===== src/rtl/mips_pkg.sv =====
// MIPS opcode/funct constants and default physical register sizing
// shared by the rename slice.
package mips_pkg;

   localparam int NUM_PREGS_D = 64;
   localparam int PREG_W_D    = 6;

   localparam logic [5:0] OP_RTYPE  = 6'h00;
   localparam logic [5:0] OP_REGIMM = 6'h01;
   localparam logic [5:0] OP_J      = 6'h02;
   localparam logic [5:0] OP_JAL    = 6'h03;
   localparam logic [5:0] OP_BEQ    = 6'h04;
   localparam logic [5:0] OP_BNE    = 6'h05;
   localparam logic [5:0] OP_BLEZ   = 6'h06;
   localparam logic [5:0] OP_BGTZ   = 6'h07;
   localparam logic [5:0] OP_SB     = 6'h28;
   localparam logic [5:0] OP_SH     = 6'h29;
   localparam logic [5:0] OP_SWL    = 6'h2A;
   localparam logic [5:0] OP_SW     = 6'h2B;

   localparam logic [5:0] FN_JR      = 6'h08;
   localparam logic [5:0] FN_SYSCALL = 6'h0C;
   localparam logic [5:0] FN_MULT    = 6'h18;
   localparam logic [5:0] FN_MULTU   = 6'h19;
   localparam logic [5:0] FN_DIV     = 6'h1A;
   localparam logic [5:0] FN_DIVU    = 6'h1B;

   localparam logic [4:0] REG_RA = 5'd31;

endpackage


===== src/rtl/rename_stage_if.sv =====
// Rename-queue -> rename -> issue-queue handshake and instruction bus.
// master drives instructions in, slave is the rename stage.
interface rename_stage_if #(
   parameter int PREG_W = 6
);

   logic        IN_VALID;
   logic        STALL_OUT_RQ;
   logic [31:0] Instr_IN;
   logic [31:0] Instr_PC_IN;
   logic [5:0]  opcode_IN;
   logic [4:0]  rs_IN;
   logic [4:0]  rt_IN;
   logic [4:0]  rd_IN;
   logic [4:0]  shiftAmount_IN;
   logic [5:0]  funct_IN;
   logic [15:0] immediate_IN;
   logic [25:0] target_IN;

   logic              STALL_IN_IQ;
   logic              OUT_VALID;
   logic [31:0]       Instr_OUT;
   logic [31:0]       Instr_PC_OUT;
   logic [5:0]        opcode_OUT;
   logic [4:0]        shiftAmount_OUT;
   logic [5:0]        funct_OUT;
   logic [15:0]       immediate_OUT;
   logic [25:0]       target_OUT;
   logic [PREG_W-1:0] prs_OUT;
   logic [PREG_W-1:0] prt_OUT;
   logic [PREG_W-1:0] prd_OUT;
   logic [PREG_W-1:0] old_prd_OUT;
   logic              dest_valid_OUT;

   modport master (
      output IN_VALID, Instr_IN, Instr_PC_IN, opcode_IN, rs_IN, rt_IN,
             rd_IN, shiftAmount_IN, funct_IN, immediate_IN, target_IN,
             STALL_IN_IQ,
      input  STALL_OUT_RQ, OUT_VALID, Instr_OUT, Instr_PC_OUT,
             opcode_OUT, shiftAmount_OUT, funct_OUT, immediate_OUT,
             target_OUT, prs_OUT, prt_OUT, prd_OUT, old_prd_OUT,
             dest_valid_OUT
   );

   modport slave (
      input  IN_VALID, Instr_IN, Instr_PC_IN, opcode_IN, rs_IN, rt_IN,
             rd_IN, shiftAmount_IN, funct_IN, immediate_IN, target_IN,
             STALL_IN_IQ,
      output STALL_OUT_RQ, OUT_VALID, Instr_OUT, Instr_PC_OUT,
             opcode_OUT, shiftAmount_OUT, funct_OUT, immediate_OUT,
             target_OUT, prs_OUT, prt_OUT, prd_OUT, old_prd_OUT,
             dest_valid_OUT
   );

endinterface


===== src/rtl/rename_stage_free_list.sv =====
// Circular FIFO of free physical tags; starts full with tags 32..NUM_PREGS-1.
// Overflow is sticky until reset/flush.
module free_list #(
   parameter int NUM_PREGS = 64,
   parameter int PREG_W    = 6,
   localparam int DEPTH    = NUM_PREGS - 32,
   localparam int PTR_W    = $clog2(DEPTH),
   localparam int CNT_W    = $clog2(DEPTH + 1)
) (
   input  logic              CLK,
   input  logic              RESET,
   input  logic              SYS,
   input  logic              alloc,
   input  logic              free_valid,
   input  logic [PREG_W-1:0] free_preg,
   output logic [PREG_W-1:0] head_preg,
   output logic [CNT_W-1:0]  count,
   output logic              empty,
   output logic              ovf
);

   logic [PREG_W-1:0] mem [DEPTH];
   logic [PTR_W-1:0]  head;
   logic [PTR_W-1:0]  tail;
   logic              full;
   logic              push;

   assign full      = (count == CNT_W'(DEPTH));
   assign empty     = (count == '0);
   assign head_preg = mem[head];
   // when full, a same-cycle allocation frees the slot being written
   assign push      = free_valid & (~full | alloc);

   function automatic logic [PTR_W-1:0] inc(input logic [PTR_W-1:0] p);
      return (p == PTR_W'(DEPTH - 1)) ? '0 : p + 1'b1;
   endfunction

   always_ff @(posedge CLK or posedge RESET) begin
      if (RESET) begin
         head  <= '0;
         tail  <= '0;
         count <= CNT_W'(DEPTH);
         ovf   <= 1'b0;
         for (int i = 0; i < DEPTH; i++)
            mem[i] <= PREG_W'(32 + i);
      end else if (SYS) begin
         head  <= '0;
         tail  <= '0;
         count <= CNT_W'(DEPTH);
         ovf   <= 1'b0;
         for (int i = 0; i < DEPTH; i++)
            mem[i] <= PREG_W'(32 + i);
      end else begin
         if (alloc)
            head <= inc(head);
         if (push) begin
            mem[tail] <= free_preg;
            tail      <= inc(tail);
         end
         if (push && !alloc)
            count <= count + 1'b1;
         else if (alloc && !push)
            count <= count - 1'b1;
         if (free_valid && full && !alloc)
            ovf <= 1'b1;
      end
   end

endmodule


===== src/rtl/rename_stage.sv =====
// Single-issue MIPS rename stage: RAT lookup, destination allocation
// from the free list, one-entry output register toward the IQ.
module rename_stage
   import mips_pkg::*;
#(
   parameter int NUM_PREGS = NUM_PREGS_D,
   parameter int PREG_W    = PREG_W_D,
   localparam int CNT_W    = $clog2(NUM_PREGS - 32 + 1)
) (
   input  logic              CLK,
   input  logic              RESET,
   input  logic              SYS,
   rename_stage_if.slave     rn,
   input  logic              FREE_VALID,
   input  logic [PREG_W-1:0] FREE_PREG,
   output logic              FREE_OVF
);

   typedef struct packed {
      logic              valid;
      logic [31:0]       instr;
      logic [31:0]       pc;
      logic [5:0]        opcode;
      logic [4:0]        sham;
      logic [5:0]        funct;
      logic [15:0]       imm;
      logic [25:0]       tgt;
      logic [PREG_W-1:0] prs;
      logic [PREG_W-1:0] prt;
      logic [PREG_W-1:0] prd;
      logic [PREG_W-1:0] old_prd;
      logic              dest_valid;
   } out_t;

   logic [PREG_W-1:0] rat [32];
   out_t              out_q;
   logic [4:0]        arch_dest;
   logic              fn_nodest;
   logic              op_nodest;
   logic              needs_dest;
   logic              accept;
   logic              alloc;
   logic [PREG_W-1:0] fl_head;
   logic [CNT_W-1:0]  fl_count;
   logic              fl_empty;

   assign fn_nodest = rn.funct_IN inside {FN_JR, FN_SYSCALL, FN_MULT,
                                          FN_MULTU, FN_DIV, FN_DIVU};
   assign op_nodest = rn.opcode_IN inside {OP_REGIMM, OP_J, OP_BEQ,
                                           OP_BNE, OP_BLEZ, OP_BGTZ,
                                           OP_SB, OP_SH, OP_SWL, OP_SW};

   always_comb begin
      arch_dest = rn.rt_IN;
      unique case (1'b1)
         (rn.opcode_IN == OP_RTYPE): arch_dest = fn_nodest ? '0 : rn.rd_IN;
         (rn.opcode_IN == OP_JAL):   arch_dest = REG_RA;
         op_nodest:                  arch_dest = '0;
         default:                    arch_dest = rn.rt_IN;
      endcase
   end

   // $0 as destination is a no-op write: no tag consumed
   assign needs_dest = |arch_dest;

   assign rn.STALL_OUT_RQ = (out_q.valid & rn.STALL_IN_IQ)
                          | (needs_dest & fl_empty);
   assign accept = rn.IN_VALID & ~rn.STALL_OUT_RQ;
   assign alloc  = accept & needs_dest;

   free_list #(
      .NUM_PREGS (NUM_PREGS),
      .PREG_W    (PREG_W)
   ) u_free_list (
      .CLK        (CLK),
      .RESET      (RESET),
      .SYS        (SYS),
      .alloc      (alloc),
      .free_valid (FREE_VALID),
      .free_preg  (FREE_PREG),
      .head_preg  (fl_head),
      .count      (fl_count),
      .empty      (fl_empty),
      .ovf        (FREE_OVF)
   );

   always_ff @(posedge CLK or posedge RESET) begin
      if (RESET) begin
         for (int i = 0; i < 32; i++)
            rat[i] <= PREG_W'(i);
      end else if (SYS) begin
         for (int i = 0; i < 32; i++)
            rat[i] <= PREG_W'(i);
      end else if (alloc) begin
         rat[arch_dest] <= fl_head;
      end
   end

   always_ff @(posedge CLK or posedge RESET) begin
      if (RESET) begin
         out_q <= '0;
      end else if (SYS) begin
         out_q <= '0;
      end else if (accept) begin
         out_q.valid      <= 1'b1;
         out_q.instr      <= rn.Instr_IN;
         out_q.pc         <= rn.Instr_PC_IN;
         out_q.opcode     <= rn.opcode_IN;
         out_q.sham       <= rn.shiftAmount_IN;
         out_q.funct      <= rn.funct_IN;
         out_q.imm        <= rn.immediate_IN;
         out_q.tgt        <= rn.target_IN;
         out_q.prs        <= rat[rn.rs_IN];
         out_q.prt        <= rat[rn.rt_IN];
         out_q.prd        <= needs_dest ? fl_head : '0;
         out_q.old_prd    <= needs_dest ? rat[arch_dest] : '0;
         out_q.dest_valid <= needs_dest;
      end else if (!rn.STALL_IN_IQ) begin
         out_q.valid <= 1'b0;
      end
   end

   assign rn.OUT_VALID       = out_q.valid;
   assign rn.Instr_OUT       = out_q.instr;
   assign rn.Instr_PC_OUT    = out_q.pc;
   assign rn.opcode_OUT      = out_q.opcode;
   assign rn.shiftAmount_OUT = out_q.sham;
   assign rn.funct_OUT       = out_q.funct;
   assign rn.immediate_OUT   = out_q.imm;
   assign rn.target_OUT      = out_q.tgt;
   assign rn.prs_OUT         = out_q.prs;
   assign rn.prt_OUT         = out_q.prt;
   assign rn.prd_OUT         = out_q.prd;
   assign rn.old_prd_OUT     = out_q.old_prd;
   assign rn.dest_valid_OUT  = out_q.dest_valid;

   a_alloc_nonempty: assert property (
      @(posedge CLK) disable iff (RESET) alloc |-> (fl_count != '0));

endmodule


===== src/flat_wrapper.sv =====
// flat-port wrapper written by rule: the top's interface ports become plain ports
module rename_stage_flat import mips_pkg::*;
#(
   parameter int NUM_PREGS = NUM_PREGS_D,
   parameter int PREG_W    = PREG_W_D,
   localparam int CNT_W    = $clog2(NUM_PREGS - 32 + 1)
)
  (CLK, RESET, SYS, FREE_VALID, FREE_PREG, FREE_OVF, rn_IN_VALID, rn_Instr_IN, rn_Instr_PC_IN, rn_opcode_IN, rn_rs_IN, rn_rt_IN, rn_rd_IN, rn_shiftAmount_IN, rn_funct_IN, rn_immediate_IN, rn_target_IN, rn_STALL_IN_IQ, rn_STALL_OUT_RQ, rn_OUT_VALID, rn_Instr_OUT, rn_Instr_PC_OUT, rn_opcode_OUT, rn_shiftAmount_OUT, rn_funct_OUT, rn_immediate_OUT, rn_target_OUT, rn_prs_OUT, rn_prt_OUT, rn_prd_OUT, rn_old_prd_OUT, rn_dest_valid_OUT);
  rename_stage_if #(.PREG_W(PREG_W)) rn_i ();
  input  logic CLK;
  input  logic RESET;
  input  logic SYS;
  input  logic FREE_VALID;
  input  logic [PREG_W-1:0] FREE_PREG;
  output logic FREE_OVF;
  input wire logic [$bits(rn_i.IN_VALID)-1:0] rn_IN_VALID;
  input wire logic [$bits(rn_i.Instr_IN)-1:0] rn_Instr_IN;
  input wire logic [$bits(rn_i.Instr_PC_IN)-1:0] rn_Instr_PC_IN;
  input wire logic [$bits(rn_i.opcode_IN)-1:0] rn_opcode_IN;
  input wire logic [$bits(rn_i.rs_IN)-1:0] rn_rs_IN;
  input wire logic [$bits(rn_i.rt_IN)-1:0] rn_rt_IN;
  input wire logic [$bits(rn_i.rd_IN)-1:0] rn_rd_IN;
  input wire logic [$bits(rn_i.shiftAmount_IN)-1:0] rn_shiftAmount_IN;
  input wire logic [$bits(rn_i.funct_IN)-1:0] rn_funct_IN;
  input wire logic [$bits(rn_i.immediate_IN)-1:0] rn_immediate_IN;
  input wire logic [$bits(rn_i.target_IN)-1:0] rn_target_IN;
  input wire logic [$bits(rn_i.STALL_IN_IQ)-1:0] rn_STALL_IN_IQ;
  output wire logic [$bits(rn_i.STALL_OUT_RQ)-1:0] rn_STALL_OUT_RQ;
  output wire logic [$bits(rn_i.OUT_VALID)-1:0] rn_OUT_VALID;
  output wire logic [$bits(rn_i.Instr_OUT)-1:0] rn_Instr_OUT;
  output wire logic [$bits(rn_i.Instr_PC_OUT)-1:0] rn_Instr_PC_OUT;
  output wire logic [$bits(rn_i.opcode_OUT)-1:0] rn_opcode_OUT;
  output wire logic [$bits(rn_i.shiftAmount_OUT)-1:0] rn_shiftAmount_OUT;
  output wire logic [$bits(rn_i.funct_OUT)-1:0] rn_funct_OUT;
  output wire logic [$bits(rn_i.immediate_OUT)-1:0] rn_immediate_OUT;
  output wire logic [$bits(rn_i.target_OUT)-1:0] rn_target_OUT;
  output wire logic [$bits(rn_i.prs_OUT)-1:0] rn_prs_OUT;
  output wire logic [$bits(rn_i.prt_OUT)-1:0] rn_prt_OUT;
  output wire logic [$bits(rn_i.prd_OUT)-1:0] rn_prd_OUT;
  output wire logic [$bits(rn_i.old_prd_OUT)-1:0] rn_old_prd_OUT;
  output wire logic [$bits(rn_i.dest_valid_OUT)-1:0] rn_dest_valid_OUT;
  assign rn_i.IN_VALID = rn_IN_VALID;
  assign rn_i.Instr_IN = rn_Instr_IN;
  assign rn_i.Instr_PC_IN = rn_Instr_PC_IN;
  assign rn_i.opcode_IN = rn_opcode_IN;
  assign rn_i.rs_IN = rn_rs_IN;
  assign rn_i.rt_IN = rn_rt_IN;
  assign rn_i.rd_IN = rn_rd_IN;
  assign rn_i.shiftAmount_IN = rn_shiftAmount_IN;
  assign rn_i.funct_IN = rn_funct_IN;
  assign rn_i.immediate_IN = rn_immediate_IN;
  assign rn_i.target_IN = rn_target_IN;
  assign rn_i.STALL_IN_IQ = rn_STALL_IN_IQ;
  assign rn_STALL_OUT_RQ = rn_i.STALL_OUT_RQ;
  assign rn_OUT_VALID = rn_i.OUT_VALID;
  assign rn_Instr_OUT = rn_i.Instr_OUT;
  assign rn_Instr_PC_OUT = rn_i.Instr_PC_OUT;
  assign rn_opcode_OUT = rn_i.opcode_OUT;
  assign rn_shiftAmount_OUT = rn_i.shiftAmount_OUT;
  assign rn_funct_OUT = rn_i.funct_OUT;
  assign rn_immediate_OUT = rn_i.immediate_OUT;
  assign rn_target_OUT = rn_i.target_OUT;
  assign rn_prs_OUT = rn_i.prs_OUT;
  assign rn_prt_OUT = rn_i.prt_OUT;
  assign rn_prd_OUT = rn_i.prd_OUT;
  assign rn_old_prd_OUT = rn_i.old_prd_OUT;
  assign rn_dest_valid_OUT = rn_i.dest_valid_OUT;
  rename_stage #(.NUM_PREGS(NUM_PREGS), .PREG_W(PREG_W)) u_core (.CLK(CLK), .RESET(RESET), .SYS(SYS), .rn(rn_i), .FREE_VALID(FREE_VALID), .FREE_PREG(FREE_PREG), .FREE_OVF(FREE_OVF));
endmodule

===== config.mk =====
export PLATFORM = sky130hd
export DESIGN_NAME = rename_stage_flat
export DESIGN_NICKNAME = d
export VERILOG_FILES = /design/src/rtl/mips_pkg.sv /design/src/rtl/rename_stage_if.sv /design/src/rtl/rename_stage_free_list.sv /design/src/rtl/rename_stage.sv /design/src/flat_wrapper.sv
export SDC_FILE = /design/constraint.sdc
export NUM_CORES = 1
export LEC_CHECK = 0
export ABC_AREA = 1
export CAP_MARGIN = 20
export CELL_PAD_IN_SITES_DETAIL_PLACEMENT = 0
export CELL_PAD_IN_SITES_GLOBAL_PLACEMENT = 1
export CORE_UTILIZATION = 46
export CTS_CLUSTER_SIZE = 24
export DETAILED_ROUTE_END_ITERATION = 16
export GPL_ROUTABILITY_DRIVEN = 0
export PLACE_DENSITY_LB_ADDON = 0.1
export SLEW_MARGIN = 20
export SYNTH_ARGS = -nofsm -noshare
export SYNTH_HDL_FRONTEND = slang
export SYNTH_SLANG_ARGS = --single-unit

===== constraint.sdc =====
create_clock -name CLK -period 27.3 [get_ports CLK]
set_input_delay 5.46 -clock CLK [delete_from_list [all_inputs] [get_ports CLK]]
set_output_delay 5.46 -clock CLK [all_outputs]
set_load 0.005 [all_outputs]

# Yosys cells after proc, flatten, opt, wreduce, memory -nomap -nowiden
# Cells that the tools add are included.
dict set report word_totals {
  ff_bits 550
  latch_bits 0
  mem_bits_rw 0
  romBits 0
  inputBits 150
  output_inout_bits 151
  elab_cells 186
  mem_count 0
}
dict set report classes {
  n_addsub 4
  mul 0
  n_div 0
  magnitude_cmp 7
  eq_ne 21
  shifts 0
  mux 41
  n_bitwise 14
  n_reduce_logical 18
}
# cell n
set ops {}
lappend ops {{2-to-1 mux 192 bit} 4}
lappend ops {{bitwise mux 192 bit} 2}
lappend ops {{2-to-1 mux 149 bit} 1}
lappend ops {{2-to-1 mux 148 bit} 1}
lappend ops {{binary-select mux 6 bit (select 5 bit)} 4}
lappend ops {{2-to-1 mux 6 bit} 15}
lappend ops {{demux 6 bit (select 5 bit)} 2}
lappend ops {{2-to-1 mux 5 bit} 7}
lappend ops {{equality test 6 bit, second input constant} 5}
lappend ops {{>= comparator 6 bit, second input constant} 5}
lappend ops {{inverter 5 -> 6 bit} 5}
lappend ops {{equality test 6 x 3 -> 1 bit, second input constant} 4}
lappend ops {{equality test 6 x 5 -> 1 bit, second input constant} 4}
lappend ops {{one-hot mux 5 bit (3 select lines)} 1}
lappend ops {{equality test 6 x 2 -> 1 bit, second input constant} 2}
lappend ops {{equality test 6 x 4 -> 1 bit, second input constant} 2}
lappend ops {{logical NOT 6 bit} 2}
lappend ops {{< comparator 6 x 1 -> 1 bit, second input constant} 2}
lappend ops {{adder 5 x 1 -> 5 bit, second input constant} 2}
lappend ops {{equality test 5 bit, second input constant} 2}
lappend ops {{nonzero test 10 bit} 1}
lappend ops {{nonzero test 2 bit} 4}
lappend ops {{adder 6 x 1 -> 6 bit, second input constant} 1}
lappend ops {{equality test 6 x 1 -> 1 bit, second input constant} 1}
lappend ops {{other kinds (11)} 26}

# Logic depth before layout (Yosys ltp)
# Gate-level depths: netlist of run 1.
dict set report depth {
  depth_word 17
  mapped_depth 25
}

# Cells and area by module
# A second synthesis of run 1 with hierarchy kept.
dict set report hier_totals {
  cells_unflattened 4422
  hier_area_um2 31461.4
}
# mod instances cells_each area_each_um2 seq_area_each_um2
set by_module_without_submodules {}
lappend by_module_without_submodules {rename_stage 1 2838 19568.8 8633.3}
lappend by_module_without_submodules {free_list 1 1584 11892.7 5371.4}

# Worst setup path before layout of run 1
# No wires, ideal clock.
dict set report synth_timing {
  kind {input port to output port}
  startpoint {in rn_opcode_IN[5]}
  endpoint {out rn_STALL_OUT_RQ}
  t_arrival_ns 6.416
  t_required_ns 21.840
  path_slack_ns 15.424
  path_stages 10
  n_path_buf 0
  cell_sequence {nor2_2 > nand2_1 > nand2_1 > nand2_1 > nand2_1 > nand2_2 > nor2_4 > nand3_2 > nand3_2 > nand2_1}
}
dict set report synth_via {
  elab_chain_len 6
  word_cells_on_any_way 17
}
# item line
set synth_lines {}
lappend synth_lines {{start: declaration} flat_wrapper.sv:19} ;# input wire logic [$bits(rn_i.opcode_IN)-1:0] rn_opcode_IN;
lappend synth_lines {{equality test 6 x 1 -> 1 bit (tied with other cells)} rename_stage.sv:49} ;# assign op_nodest = rn.opcode_IN inside {OP_REGIMM, OP_J, OP_BEQ,
lappend synth_lines {{nonzero test 10 bit} rename_stage.sv:49}
lappend synth_lines {{one-hot mux 5 bit (3 select lines) (*)} rename_stage.sv:55} ;# unique case (1'b1)
lappend synth_lines {{OR reduction 5 bit (*)} rename_stage.sv:64} ;# assign needs_dest = |arch_dest;
lappend synth_lines {{bitwise AND 1 bit (*)} rename_stage.sv:67} ;# | (needs_dest & fl_empty);
lappend synth_lines {{OR 1 bit (*)} rename_stage.sv:67}
lappend synth_lines {{end: declaration} flat_wrapper.sv:28} ;# output wire logic [$bits(rn_i.STALL_OUT_RQ)-1:0] rn_STALL_OUT_RQ;
# Mark *: on every way between the ends. The rest lies on a longest branch, timed or not.

# Worst setup path in the final report of run 1
dict set report layout_timing {
  startpoint {in rn_opcode_IN[3]}
  endpoint {out rn_STALL_OUT_RQ}
}
# The elaborated chain is that of the path after synthesis.

==> results.toml, run 1 <==
[yosys]
syn_nets = 4010
synthAdderAreaFrac_pct = 0.535
synth_top_family_by_area = "simple AND/OR/NAND/NOR gates"
ys_seq_area_share_pct = 47.6
yosys.area_share.simple_pct = 27.5
synth_xor_xnor_area_share_pct = 0.119
synthDistinctLibCells = 47
ys_ff_latch = 550
netlist_instances = 3848
syn_avg_cell_area_um2 = 7.65
synthMuxAreaShare_pct = 0
syn_area_um2 = 29400
synth_compound_area_share_pct = 17.0
yosys_warnings = 0

[route]
drcViolationCount = 0
final_antenna_net_count = 0
finalWirelength_um = 106000
vias = 27657
first_pass_iters = 6
viasPerCell = 5.63
drt_iter0_drc = 2972
wl_per_cell_um = 21.6

[finish]
drive_above_1_share_pct = 11.6
fin_util_pct = 55.1
final_common_cell = "nand2_1"
final_cells = 4914
antenna_cells = 0
layout.nets = 4177
final_cell_area_um2 = 34800
area.growth.synth_to_final_pct = 18.2
final_cell_mix = "890 x nand2_1, 531 x nor2_1, 396 x o21ai_0, 356 x dfrtp_1, 310 x nand3_1"

[clock_tree]
root_buffer = "clkbuf_16"
post_cts_buffers = 0
cts_buffers = 61
cts_hold_buf = 0
clock_sinks = 550
cts_tree = "yes"
cts.clk_slew.worst_paths_ps = 60
h-tree-depth = 2
clock_latency_ps = 670
cts-resized-gates = 0
cts_buffer_depth = 3

[worst_setup_path]
required_ps = 21840
cp-end-kind = "output pin"
path_max_fanout = 40
path_class = "in2out"
critPathLaunchType = "input pin"
critical_path_arrival_ps = 8770

[floorplanning]
chipWidth_um = 255
core_area_um2 = 63200
start_util_pct = 46.6
io_pins = 301
die-area_um2 = 65000
fp.dieH_um = 255
rows = 92

[place]
place.port_buffers = 300
placed_cell_area_um2 = 32700
placedCellCount = 4798
pre_cts_ws_ps = 13120
dp_hpwl_um = 68900

[sta]
max-slew-margin-rel_pct = 24.8
min_period_ps = 14230
maxSlewViolCount = 0
fmax_mhz = 70.3
worstMarginPinSlew_ps = 1120
finalHoldViolations = 0
setup_viol = 0
layout_setup_ws_ps = 13070
fin_skew_ps = 36.3
rsz0062_at_grt = "no"
whs_ps = 466
finalCritPeriodShare_pct = 52.1
tns_ps = 0

[power]
p_int_mw = 1.56
pwr-share-clk_pct = 37.0
p_comb_share_pct = 23.0
total_power_mw = 2.33
p_seq_share_pct = 39.9
p_leak_nw = 15.3
swShare_pct = 32.8
power_density_nw_per_um2 = 66.9
switchingPower_mw = 0.764
irDropWorstVdd_uv = 57.3

[grt]
grt_max_degree = 136
grt_antenna_before_repair = 0
first_global_vias = 26132
grt_pass1_wl_um = 160000
globalRoute.totalOverflow = 0
track_usage_pct = 32.3

[run]
max-cap-violations = 0

[min_path]
hp-class = "reg2reg"

[run_status]
outcome = "completed"
## cell usage after synthesis (all sizes together)
master,count,share of area [%]
clkbuf,120,1.5
xnor2,1,0.030
clkinv,5,0.064
nand3b,1,0.026
o221ai,18,0.54
nand2,927,12
xor2,3,0.089
a22o,1,0.030
nor3,2,0.051
dfrtp,357,30
o21ai,442,7.8
nand3,348,7.2
dfstp,193,17
o22ai,102,2.2
inv,282,3.6
buf,110,2.1
o211ai,60,1.5
nand4,20,0.53
ha,11,0.47
nor2,544,7.2
or2,12,0.25
o31ai,3,0.076
nor3b,1,0.026
fa,1,0.068
a21oi,283,4.8
a31oi,1,0.021
## registers in the layout, indices dropped and copies added, names as in the netlist, 16 cells and up
signal	cells
u_core.rn.Instr_OUT	32
u_core.rat	192
u_core.rn.immediate_OUT	16
u_core.rn.target_OUT	26
u_core.rn.Instr_PC_OUT	32
u_core.u_free_list.mem	192
## critical path, stage by stage
cell and delay, ps:
clkdlybuf4s50_1 480, inv_1 70, nor2_1 80, nand2_1 110, nand2_1 110, nand2_1 70, nand2_1 80, nand2_2 510
nor2_4 250, buf_4 550, nand3_2 290, nand3_2 170, nand2_1 60, clkdlybuf4s50_1 470
## final cells by class
type                            instances  area (um^2)
Clock inverter                         18          209
Inverter                              287         1100
Sequential cell                       550        14000
Multi-Input combinational cell       2781        13300
Tap cell                              846         1060
Clock buffer                           98         1890
Fill cell                            6062        28400
Timing Repair Buffer                  334         3250
## logic make-up after synthesis
logic type                 after synthesis
and+or+nand+nor                       1855
AOI/OAI and AO/OA                      910
buffers and inverters                  517
DFF                                    550
adders and majority gates               12
xor gates and xnor gates                 4
## power groups by stage
stage / clock network (mW) / logic, mW / registers (mW)
after floorplan: 0 / 0.314 / 0.934
after global placement: 0 / 0.531 / 0.942
after detailed placement: 0 / 0.532 / 0.942
after CTS: 0.878 / 0.534 / 0.929
after global routing: 0.908 / 0.584 / 0.938
final: 0.862 / 0.537 / 0.930
## worst paths after layout
check	cells past startpoint	start	to	slack [ps]
worst max-delay path	14	rn_opcode_IN[3]	rn_STALL_OUT_RQ	13070
worst min-delay path	2	u_core.rn.immediate_OUT[11]$_DFFE_PP0P_	u_core.rn.immediate_OUT[11]$_DFFE_PP0P_	470
worst max register to register	11	u_core.u_free_list.head[0]$_DFFE_PP0P_	u_core.rat[148]$_DFFE_PP0P_	22700
worst min register to register	2	u_core.rn.immediate_OUT[11]$_DFFE_PP0P_	u_core.rn.immediate_OUT[11]$_DFFE_PP0P_	470
max in group asynchronous	5	RESET	u_core.rn.shiftAmount_OUT[4]$_DFFE_PP0P_	19050
min in group asynchronous	2	RESET	u_core.u_free_list.mem[186]$_DFFE_PP0P_	5340
## metal layers
metal  up-vias  track usage, %  part of all wire (%)
li1      13074               -                     -
met1     13201            42.9                    41
met2      1135            52.2                    48
met3       247            4.92                   7.0
met4         0            14.2                   4.3
met5         -               0                     0
Note: power is estimated with default switching activity, not from simulation.
==> run 2, diff against run 1 <==
Settings changed: CORE_UTILIZATION 46 to 43.
Clock period 27.3 ns to 14.29 ns, I/O delays scaled along.
==> results.toml, run 2 (synthesis results as in run 1) <==
[run_status]
outcome = "completed"

[clock_tree]
cts.clk_slew.worst_paths_ps = 50
cts-resized-gates = 0
cts_tree = "yes"
root_buffer = "clkbuf_16"
h-tree-depth = 3
cts_buffer_depth = 3
cts_hold_buf = 0
clock_latency_ps = 620
cts_buffers = 66
clock_sinks = 550
post_cts_buffers = 0

[route]
wl_per_cell_um = 21.9
met1_length_um = 45100
vias = 27562
final_antenna_net_count = 0
drt_iter0_drc = 2728
drcViolationCount = 0
viasPerCell = 5.57
wl_met3_um = 7180
highest_layer = "met4"
first_pass_iters = 7
finalWirelength_um = 109000
wl_met2_um = 51600

[place]
dp_hpwl_um = 70900
place.port_buffers = 300
placed_cell_area_um2 = 32800

[power]
p_leak_nw = 15.4
irDropWorstVdd_uv = 98.3
power_density_nw_per_um2 = 129

[sta]
fmax_mhz = 119
worstMarginPinSlew_ps = 1080
tns_ps = 0
min_period_ps = 8380
finalHoldViolations = 0
rsz0062_at_grt = "no"
maxSlewViolCount = 0
max-slew-margin-rel_pct = 27.6
setup_viol = 0
fin_skew_ps = 24.6
finalCritPeriodShare_pct = 58.7

[grt]
grt_max_degree = 146
globalRoute.totalOverflow = 0
first_global_vias = 26401
grt_antenna_before_repair = 0
track_usage_pct = 30.8
grt_pass1_wl_um = 165000

[worst_setup_path]
critPathLaunchType = "input pin"
path_cells = "clkdlybuf4s50_1 -> nor2_1 -> nand2_1 -> nor2_4 -> nand3_2 -> nand2_4 -> buf_4 -> nor2_4 -> nand3_2 -> nand3_2 -> nand2_1 -> clkdlybuf4s50_1"
critical_path_arrival_ps = 5520
path_max_fanout = 71
slowest_delay_ps = 640
slowest_stage = "buf_4"
cpMostUsedCell = "nand3_2"
path_class = "in2out"
required_ps = 11430
cp-end-kind = "output pin"

[finish]
nFillCells = 6717
antenna_cells = 0
layout.nets = 4185
drive_above_1_share_pct = 11.9
seq_area_um2 = 14000
final_cell_mix = "890 x nand2_1, 531 x nor2_1, 396 x o21ai_0, 356 x dfrtp_1, 310 x nand3_1"
top_regs = "u_core.rat: 192 flops, u_core.u_free_list.mem: 192 flops"
area.growth.synth_to_final_pct = 18.6
final_cell_area_um2 = 34900
final_common_cell = "nand2_1"
multiInputGateArea_um2 = 13300

[floorplanning]
die-area_um2 = 69500
fp.dieH_um = 264
start_util_pct = 43.6
io_pins = 301
rows = 95
core_area_um2 = 67500
chipWidth_um = 264

[min_path]
hp-class = "reg2reg"

[run]
max-cap-violations = 0
[run 2: cell types whose count changed in the layout (fill, tap and decap cells not counted), sizes merged]
| cell | before | now |
|---|---|---|
| buf | 39 | 42 |
| clkinv | 18 | 21 |
| bufinv | 3 | 1 |
| clkbuf | 98 | 100 |
| clkinvlp | 0 | 2 |
| inv | 284 | 283 |
[run 2: final timing paths]
path	start	slack, ps	to	cells after the start
setup / recovery	rn_opcode_IN[2]	5910	rn_STALL_OUT_RQ	12
hold / removal	u_core.rn.Instr_PC_OUT[14]$_DFFE_PP0P_	460	u_core.rn.Instr_PC_OUT[14]$_DFFE_PP0P_	2
setup reg to reg	u_core.u_free_list.head[0]$_DFFE_PP0P_	9390	u_core.rat[112]$_DFFE_PP0P_	12
hold reg to reg	u_core.rn.Instr_PC_OUT[14]$_DFFE_PP0P_	460	u_core.rn.Instr_PC_OUT[14]$_DFFE_PP0P_	2
max in group asynchronous	RESET	9490	u_core.rn.immediate_OUT[15]$_DFFE_PP0P_	4
min in group asynchronous	RESET	2680	u_core.u_free_list.mem[93]$_DFFE_PP0P_	2
[run 2: power breakdown]
group / switching (mW) / internal [mW]
clock network: 0.703 / 0.986
registers: 0.0782 / 1.70
logic: 0.701 / 0.331
total: 1.48 / 3.02
[run 2: worst max-delay path, delay by kind of cell]
family                 cells  cell delay, ps
buffers and inverters      3            1640
and+or+nand+nor            9             990
[run 2: metal layers]
| metal | up-vias | GRT usage [%] |
|---|---|---|
| met1 | 13183 | 41.2 |
| li1 | 13064 | - |
| met4 | 0 | 13.3 |
| met2 | 1074 | 50.1 |
| met5 | - | 0 |
| met3 | 241 | 4.26 |
[run 2: per-stage QoR]
stage	hold slack, ps	util [%]	instances	power, mW	setup slack [ps]
3_5_place_dp	457	48.5	4828	2.83	5940
3_3_place_gp	453	48.5	4828	2.83	5940
6_report	464	51.7	4948	4.50	5910
2_1_floorplan	460	-	3848	2.39	4110
5_1_grt	481	51.7	4948	4.69	5750
4_1_cts	471	51.7	4948	4.53	5920
[run 2: final cells by class]
type | instances | share of cell area [%]
clock buffers | 100 | 5.70
clock inverters | 20 | 0.495
inverters | 287 | 3.14
multi-input cells | 2781 | 38.0
flip-flops and latches | 550 | 40.1
well taps | 873 | 3.13
repair buffers | 337 | 9.37
